### src/rtl/pipe_ctrl_pkg.sv
// Shared bus types, stall encodings, exception codes and FSM states for the
// pipeline controller.
package pipe_ctrl_pkg;

  localparam int REG_BUS_W   = 32;
  localparam int INST_ADDR_W = 32;
  localparam int STALL_W     = 6;

  typedef logic [REG_BUS_W-1:0]   RegBus;
  typedef logic [INST_ADDR_W-1:0] InstAddrBus;
  typedef logic [STALL_W-1:0]     StallVec;

  // Bit order is {wb,mem,ex,id,if,pc}; each stage holds itself and everything upstream.
  localparam StallVec STALL_MEM  = 6'b011111;
  localparam StallVec STALL_EX   = 6'b001111;
  localparam StallVec STALL_ID   = 6'b000111;
  localparam StallVec STALL_IF   = 6'b000011;
  localparam StallVec STALL_PC   = 6'b000001;
  localparam StallVec STALL_NONE = 6'b000000;

  localparam RegBus EXC_ERET = 32'h0000_000E;

  typedef enum logic [1:0] {
    ST_RUN        = 2'd0,
    ST_EXC_PEND   = 2'd1,
    ST_FLUSH_HOLD = 2'd2,
    ST_IF_DRAIN   = 2'd3
  } PipeState;

  function automatic StallVec stallPriority(input logic reqMem,
                                            input logic reqEx,
                                            input logic reqId,
                                            input logic reqIf);
    StallVec result;
    result = STALL_NONE;
    if (reqMem)     result = STALL_MEM;
    else if (reqEx) result = STALL_EX;
    else if (reqId) result = STALL_ID;
    else if (reqIf) result = STALL_IF;
    return result;
  endfunction

endpackage

### src/rtl/pipe_ctrl_stall_watchdog.sv
// Counts consecutive stalled cycles and emits a registered one-cycle pulse
// when the run length reaches the configured limit.
module stall_watchdog #(
  parameter int                WDOG_W     = 16,
  parameter logic [WDOG_W-1:0] WDOG_LIMIT = 16'hFFFF
) (
  input  logic clk,
  input  logic rst,
  input  logic i_stalled,
  input  logic i_flush,
  output logic o_timeout
);

  localparam logic [WDOG_W-1:0] LIMIT_LAST = WDOG_LIMIT - 1'b1;

  logic [WDOG_W-1:0] r_cnt;
  logic              r_timeout;

  // The compare is >= so the counter can never run past the limit and wrap.
  always_ff @(posedge clk) begin
    if (rst) begin
      r_cnt     <= '0;
      r_timeout <= 1'b0;
    end else begin
      r_timeout <= 1'b0;
      if (i_flush || !i_stalled) begin
        r_cnt <= '0;
      end else if (r_cnt >= LIMIT_LAST) begin
        r_cnt     <= '0;
        r_timeout <= 1'b1;
      end else begin
        r_cnt <= r_cnt + 1'b1;
      end
    end
  end

  assign o_timeout = r_timeout;

endmodule

### src/rtl/pipe_ctrl.sv
// Pipeline controller: merges stage stall requests, turns MEM-stage exceptions
// into a single-cycle flush/redirect, and watches for stalls that never end.
module pipe_ctrl
  import pipe_ctrl_pkg::*;
#(
  parameter InstAddrBus        EXC_VECTOR = 32'h0000_0020,
  parameter int                WDOG_W     = 16,
  parameter logic [WDOG_W-1:0] WDOG_LIMIT = 16'hFFFF
) (
  input  logic                   clk,
  input  logic                   rst,
  input  logic                   stallreq_if,
  input  logic                   stallreq_id,
  input  logic                   stallreq_ex,
  input  logic                   stallreq_mem,
  input  logic [REG_BUS_W-1:0]   excepttype_i,
  input  logic [INST_ADDR_W-1:0] cp0_epc_i,
  output logic [STALL_W-1:0]     stall_o,
  output logic                   flush_o,
  output logic [INST_ADDR_W-1:0] new_pc_o,
  output logic                   exc_taken_o,
  output logic                   wdog_timeout_o,
  output logic [1:0]             state_o
);

  PipeState   r_state;
  InstAddrBus r_pendVec;
  logic       r_excTaken;

  PipeState   w_nextState;
  StallVec    w_reqStall;
  StallVec    w_stall;
  logic       w_flush;
  InstAddrBus w_newPc;
  InstAddrBus w_vector;
  logic       w_hasExc;
  logic       w_latchPend;
  logic       w_timeout;

  assign w_reqStall = stallPriority(stallreq_mem, stallreq_ex, stallreq_id, stallreq_if);
  assign w_hasExc   = (excepttype_i != '0);
  assign w_vector   = (excepttype_i == EXC_ERET) ? cp0_epc_i : EXC_VECTOR;

  always_ff @(posedge clk) begin
    if (rst) begin
      r_state    <= ST_RUN;
      r_pendVec  <= '0;
      r_excTaken <= 1'b0;
    end else begin
      r_state    <= w_nextState;
      r_excTaken <= w_flush;
      if (w_latchPend) begin
        r_pendVec <= w_vector;
      end
    end
  end

  // Outside RUN the exception input belongs to an instruction already being
  // flushed, so only RUN ever looks at excepttype_i.
  always_comb begin
    w_nextState = r_state;
    w_stall     = STALL_NONE;
    w_flush     = 1'b0;
    w_newPc     = '0;
    w_latchPend = 1'b0;
    case (r_state)
      ST_RUN: begin
        if (w_hasExc && stallreq_mem) begin
          w_stall     = STALL_MEM;
          w_latchPend = 1'b1;
          w_nextState = ST_EXC_PEND;
        end else if (w_hasExc) begin
          w_flush     = 1'b1;
          w_newPc     = w_vector;
          w_nextState = stallreq_if ? ST_IF_DRAIN : ST_FLUSH_HOLD;
        end else begin
          w_stall = w_reqStall;
        end
      end
      ST_EXC_PEND: begin
        if (stallreq_mem) begin
          w_stall = STALL_MEM;
        end else begin
          w_flush     = 1'b1;
          w_newPc     = r_pendVec;
          w_nextState = stallreq_if ? ST_IF_DRAIN : ST_FLUSH_HOLD;
        end
      end
      ST_FLUSH_HOLD: begin
        w_stall     = w_reqStall;
        w_nextState = ST_RUN;
      end
      ST_IF_DRAIN: begin
        // The last drain cycle holds only the PC while the stale word is dropped.
        if (stallreq_if) begin
          w_stall = STALL_IF;
        end else begin
          w_stall     = STALL_PC;
          w_nextState = ST_RUN;
        end
      end
      default: begin
        w_nextState = ST_RUN;
      end
    endcase
    if (rst) begin
      w_stall = STALL_NONE;
      w_flush = 1'b0;
      w_newPc = '0;
    end
  end

  stall_watchdog #(
    .WDOG_W     (WDOG_W),
    .WDOG_LIMIT (WDOG_LIMIT)
  ) u_watchdog (
    .clk       (clk),
    .rst       (rst),
    .i_stalled (|w_stall),
    .i_flush   (w_flush),
    .o_timeout (w_timeout)
  );

  assign stall_o        = w_stall;
  assign flush_o        = w_flush;
  assign new_pc_o       = w_newPc;
  assign exc_taken_o    = r_excTaken;
  assign wdog_timeout_o = w_timeout;
  assign state_o        = r_state;

endmodule

### config.mk
export PLATFORM = sky130hd
export DESIGN_NAME = pipe_ctrl
export DESIGN_NICKNAME = d
export VERILOG_FILES = /design/src/rtl/pipe_ctrl_pkg.sv /design/src/rtl/pipe_ctrl_stall_watchdog.sv /design/src/rtl/pipe_ctrl.sv
export SDC_FILE = /design/constraint.sdc
export NUM_CORES = 1
export LEC_CHECK = 0
export ABC_AREA = 1
export CELL_PAD_IN_SITES_DETAIL_PLACEMENT = 0
export CELL_PAD_IN_SITES_GLOBAL_PLACEMENT = 1
export CORE_ASPECT_RATIO = 0.7
export CORE_MARGIN = 1
export CORE_UTILIZATION = 31
export CTS_CLUSTER_DIAMETER = 200
export DETAILED_ROUTE_END_ITERATION = 10
export PLACE_DENSITY_LB_ADDON = 0.1
export SLEW_MARGIN = 20
export SYNTH_ARGS = -nofsm -noshare
export SYNTH_HDL_FRONTEND = slang
export SYNTH_SLANG_ARGS = --single-unit
### constraint.sdc
create_clock -name clk -period 1.9 [get_ports clk]
set_input_delay 0.285 -clock clk [delete_from_list [all_inputs] [get_ports clk]]
set_output_delay 0.285 -clock clk [all_outputs]
set_load 0.005 [all_outputs]
# After elaboration in Yosys (flattened, before gate mapping)
# Index checks and enable logic that the tools add are counted.
# W data, S select, Z words.
[classes] n_addsub=1 muxes=30 n_lt_le_gt_ge=1 reduce_logical=9 eq_ne=7
[ops] op="$mux W32" count=5
[ops] op="$pmux W32 S2" count=1
[ops] op="$eq A32 B4 Y1 const B" count=1
[ops] op="$reduce_bool A32 Y1" count=1
[ops] op="$pmux W6 S4" count=1
[ops] op="$mux W6" count=3
[ops] op="$add A16 B1 Y16 const B" count=1
[ops] op="$ge A16 B16 Y1 const B" count=1
[ops] op="$mux W2" count=6
[ops] op="$mux W5" count=2
[ops] op="$mux W1" count=8
[ops] op="$pmux W2 S4" count=1
[ops] op="$reduce_or A6 Y1" count=1
[ops] op="$eq A2 B2 Y1 const B" count=2
[ops] op="$mux W4" count=1
[ops] op="$ne A2 B2 Y1 const B" count=2
[ops] op="$mux W3" count=1
[ops] op="$ne A3 B3 Y1 const B" count=1
[ops] op="$reduce_and A3 Y1" count=1
[ops] op="$reduce_or A3 Y1" count=1
[ops] op="$eq A2 B1 Y1 const B" count=1
[ops] op="$logic_not A2 Y1" count=1
[ops] op="$pmux W1 S2" count=1
[ops] op="$reduce_or A2 Y1" count=1
[ops] op="other kinds (3)" count=3
[totals] elab_cells=53 reg_bits=52

# Longest topological paths before layout
[logic_depth] word_depth=12 depth_mapped=12 depth_no_buf=10

# By module
# A second synthesis with hierarchy kept.
[hier_totals] hier_cells=610 hier_area_um2=3468.3
[by_module_without_submodules] mod="pipe_ctrl" area_per_inst_um2=2616.3 cells_per_inst=486 instances=1
[by_module_without_submodules] mod="stall_watchdog" area_per_inst_um2=852.1 cells_per_inst=124 instances=1

# Worst setup path after synthesis
# OpenSTA, ideal clock, no wires.
[synth_timing] path_kind="input-to-output" start="in excepttype_i[15]" end="out new_pc_o[0]" stages=10 slack_ps=354 arrival_time_ps=1261 path_cell_list="nor2_1 nand2_1 nor2_1 inv_1 nor2_1 nand3_1 buf_2 nor2_1 nand2_1 a21oi_1"
[synth_between] elab_chain_cells=6 elab_cells_between_ends=8 classes_between="eq/ne (1); mux (5); reduce/logical (2)"
[synth_lines] item="start, declared" line_no="pipe_ctrl.sv:16" rtl="input logic [REG_BUS_W-1:0] excepttype_i,"
[synth_lines] item="$eq A32 B4 Y1" line_no="pipe_ctrl.sv:42" rtl="assign w_vector = (excepttype_i == EXC_ERET) ? cp0_epc_i : EXC_VECTOR;"
[synth_lines] item="$mux W32" line_no="pipe_ctrl.sv:42"
[synth_lines] item="$mux W32" line_no="pipe_ctrl.sv:72" rtl="end else if (w_hasExc) begin"
[synth_lines] item="$mux W32 *" line_no="pipe_ctrl.sv:68" rtl="if (w_hasExc && stallreq_mem) begin"
[synth_lines] item="$pmux W32 S2 *" line_no="pipe_ctrl.sv:66" rtl="case (r_state)"
[synth_lines] item="$mux W32 *" line_no="pipe_ctrl.sv:106" rtl="if (rst) begin"
[synth_lines] item="end, declared" line_no="pipe_ctrl.sv:20" rtl="output logic [INST_ADDR_W-1:0] new_pc_o,"
# Every way passes the cells marked *; elsewhere a longest branch is shown, timed or not.

# Worst setup path after layout
[layout_timing] start="in excepttype_i[8]" end="out new_pc_o[16]"
# Same word-level chain as after synthesis.

==> results.ini <==
[sta]
fin_crit_sh = 1.08
rsz0062_at_grt = yes
finalHoldViolCount = 0
drv_slew = 0
finalSetupViolCount = 32
fmax_mhz = 485
clock_skew_ns = 0.00846
fin_crit_ns = 2.06
setup_ws_ns = -0.161

[yosys]
synthTopCellsByCount = nand2_1, nor2_1, inv_1
syn_inst = 563
synth-async-reset-ratio = 0
synth_top_area_share = 0.312
yosysWarnings = 0
synth_compound_area_frac = 0.0698
synth_xor_area_frac = 0.0289
yosysSeqAreaShare = 0.312
syn_nets = 635
synth_cell_type_count = 28
syn_avg_cell_area_um2 = 5.92
synth_mux_area_frac = 0
synth.most_common_cell = nand2_1
synth-seq-cells = 52
yosys.area_share.simple = 0.426
synth_area_um2 = 3330
synth_top_family_by_area = simple AND/OR/NAND/NOR gates
synthAdderAreaFrac = 0.00751
synth.area.top_cells = dfxtp_1, nand2_1, nor2_1
synth_area_leader_cell = dfxtp_1
synth_edf_count = 0
synth-main-ff-cell = dfxtp_1

[floorplan]
die_w_um = 126
die_h_um = 88.7
io_pins = 113
fp-row-count = 31
die_area_um2 = 11200
core_area_um2 = 10400
initial_core_util = 0.321

[clock_network]
clk_latency_ns = 0.29
cts_max_level = 2
cts-hold-fix-buffers = 0
cts-root-buf = clkbuf_16
cts-buffers-inserted = 5
path_clk_slew_ns = 0.06
cts_num_sinks = 52
ctsLongestPathBuffers = 2
cts_tree = done

[detailed_routing]
vias = 3831
routed-wl-met2_mm = 4.90
top_layer_used = met4
wl_met1_mm = 4.96
drc = 0
routed_wl_mm = 10.5
ant_nets = 0
wl_met3_um = 494
vias_per_cell = 4.33
initialDrtViolationCount = 186
wl_per_cell_um = 11.8
firstDrtPassIters = 4

[worst_setup_path]
critPathKind = input port to primary output
cp_slowest_cell = a21oi_2
worst_ep_arrival_time_ns = 1.78
worst_r2r_path_depth = 10
cp_cell_sequence = buf_6, nor2_2, nand2_2, nor2_4, inv_2, nor2_4, nand3_4, buf_8, buf_6, buf_6, nor2_4, nand2_2, a21oi_2, buf_2
endpoint_kind = primary output
cp_max_fo = 5
worstSetupPathDepth = 14
slowest_delay_ns = 0.16
cp.buffers_inverters = 6
start_kind = input port
crit_required_ns = 1.62
path_delay_family = simple AND/OR/NAND/NOR gates

[finish]
n_fill_cell = 1032
multiInputGateArea_um2 = 2230
drive_above_1_share = 0.385
final_core_util = 0.553
area.growth.synth_to_final_pct = 72.5
finalNetCount = 825
antenna_cells = 0
ff_latch_area_um2 = 1050

[grt]
grt_util_all_layers = 0.193
antenna_found_initial = 0
grt_pass1_vias = 3805
grt_pass1_wl_mm = 17.2
gr-total-overflow = 0
grt_max_degree = 39

[power_and_ir_drop]
p_leak_nw = 2.83
ir_worst_vdd_v = 0.000392
p_per_area_nw_per_um2 = 513
power_w = 0.00295

[run]
cap_violations = 0

[outcome]
violations = negative setup slack
status = complete, but fails checks

[placement]
dp_hpwl_mm = 6.75
io_buffers = 111
place.gp.congestion = 0.780

[min_path]
holdPathStages = 1
min_path_type = flip-flop to flip-flop

-- power by group --
part / switching (W) / total (W) / leakage [nW] / internal (W)
Combinational: 0.000415 / 0.000820 / 2.33 / 0.000404
Clock: 0.000399 / 0.000919 / 0.0729 / 0.000520
Sequential: 0.0000472 / 0.00121 / 0.426 / 0.00117
-- metal layers --
layer  vias up  GRT usage
met3        12     0.0363
met2        96      0.337
met4         0     0.0635
li1       2040          -
met1      1683      0.244
met5         -          0
-- placed cells by master, fill, tap and decap left out, types with 3 or more instances in the layout --
cell type / Yosys / final
nand2_1: 160 / 137
inv_2: 2 / 5
dfxtp_1: 52 / 50
nand2_2: 0 / 20
nand2_4: 0 / 3
clkbuf_2: 0 / 7
buf_12: 0 / 9
xor2_1: 9 / 9
nor2_1: 134 / 90
clkbuf_16: 0 / 5
dlymetal6s2s_1: 0 / 8
nand3_4: 1 / 3
nand3_1: 12 / 10
nor2_2: 4 / 20
buf_2: 11 / 42
buf_8: 1 / 3
a21oi_2: 0 / 21
nor3_1: 7 / 4
buf_6: 6 / 26
nor2_4: 11 / 39
clkdlybuf4s50_1: 0 / 36
inv_1: 89 / 85
a21oi_1: 38 / 17
o21ai_0: 5 / 4
dlygate4sd2_1: 0 / 4
buf_4: 1 / 73
-- logic make-up after synthesis --
logic type / after synthesis
buf+inv: 117
xor+xnor: 11
fa+ha+maj: 2
simple gates: 335
compound gates: 45
flops: 52
other cells: 1
-- through the flow --
stage               setup TNS [ns]  area [µm²]  setup slack [ns]  hold slack (ns)  std cells
CTS                          -5.84        5550            -0.378            0.465        883
floorplan                        0        3330             0.354            0.430        563
global placement            -34.82        5010            -0.797            0.450        847
detailed placement          -36.69        5010            -0.809            0.460        847
global route                 -5.27        5750            -0.251            0.491        885
finish                       -1.81        5750            -0.161            0.470        885
-- timing repair --
action	in CTS	in global routing
cloned	2	0
pin swaps	34	37
endpoints found under the setup margin	37	53
resized for setup	299	111
setup buffers	28	13
endpoints found under the hold margin	0	0
-- worst paths after layout --
check                        end  slack, ns           startpoint
max                 new_pc_o[16]      -0.16      excepttype_i[8]
min          u_watchdog.r_cnt[0]       0.47  u_watchdog.r_cnt[0]
max reg2reg  u_watchdog.r_cnt[2]       0.32           state_o[0]
min reg2reg  u_watchdog.r_cnt[0]       0.47  u_watchdog.r_cnt[0]
-- sequential cells by signal (all words and copies together) (netlist names) --
name                  flops
state_o                   2
u_watchdog.o_timeout      1
exc_taken_o               1
r_pendVec                32
u_watchdog.r_cnt         16
-- final cells by class --
cell class | count | area share
Sequential cell | 52 | 0.182
Tap cell | 132 | 0.0287
Clock inverter | 1 | 0.00152
Clock buffer | 6 | 0.0242
Inverter | 92 | 0.0605
Timing Repair Buffer | 208 | 0.314
Multi-Input combinational cell | 394 | 0.389
(Power assumes the default switching activity.)
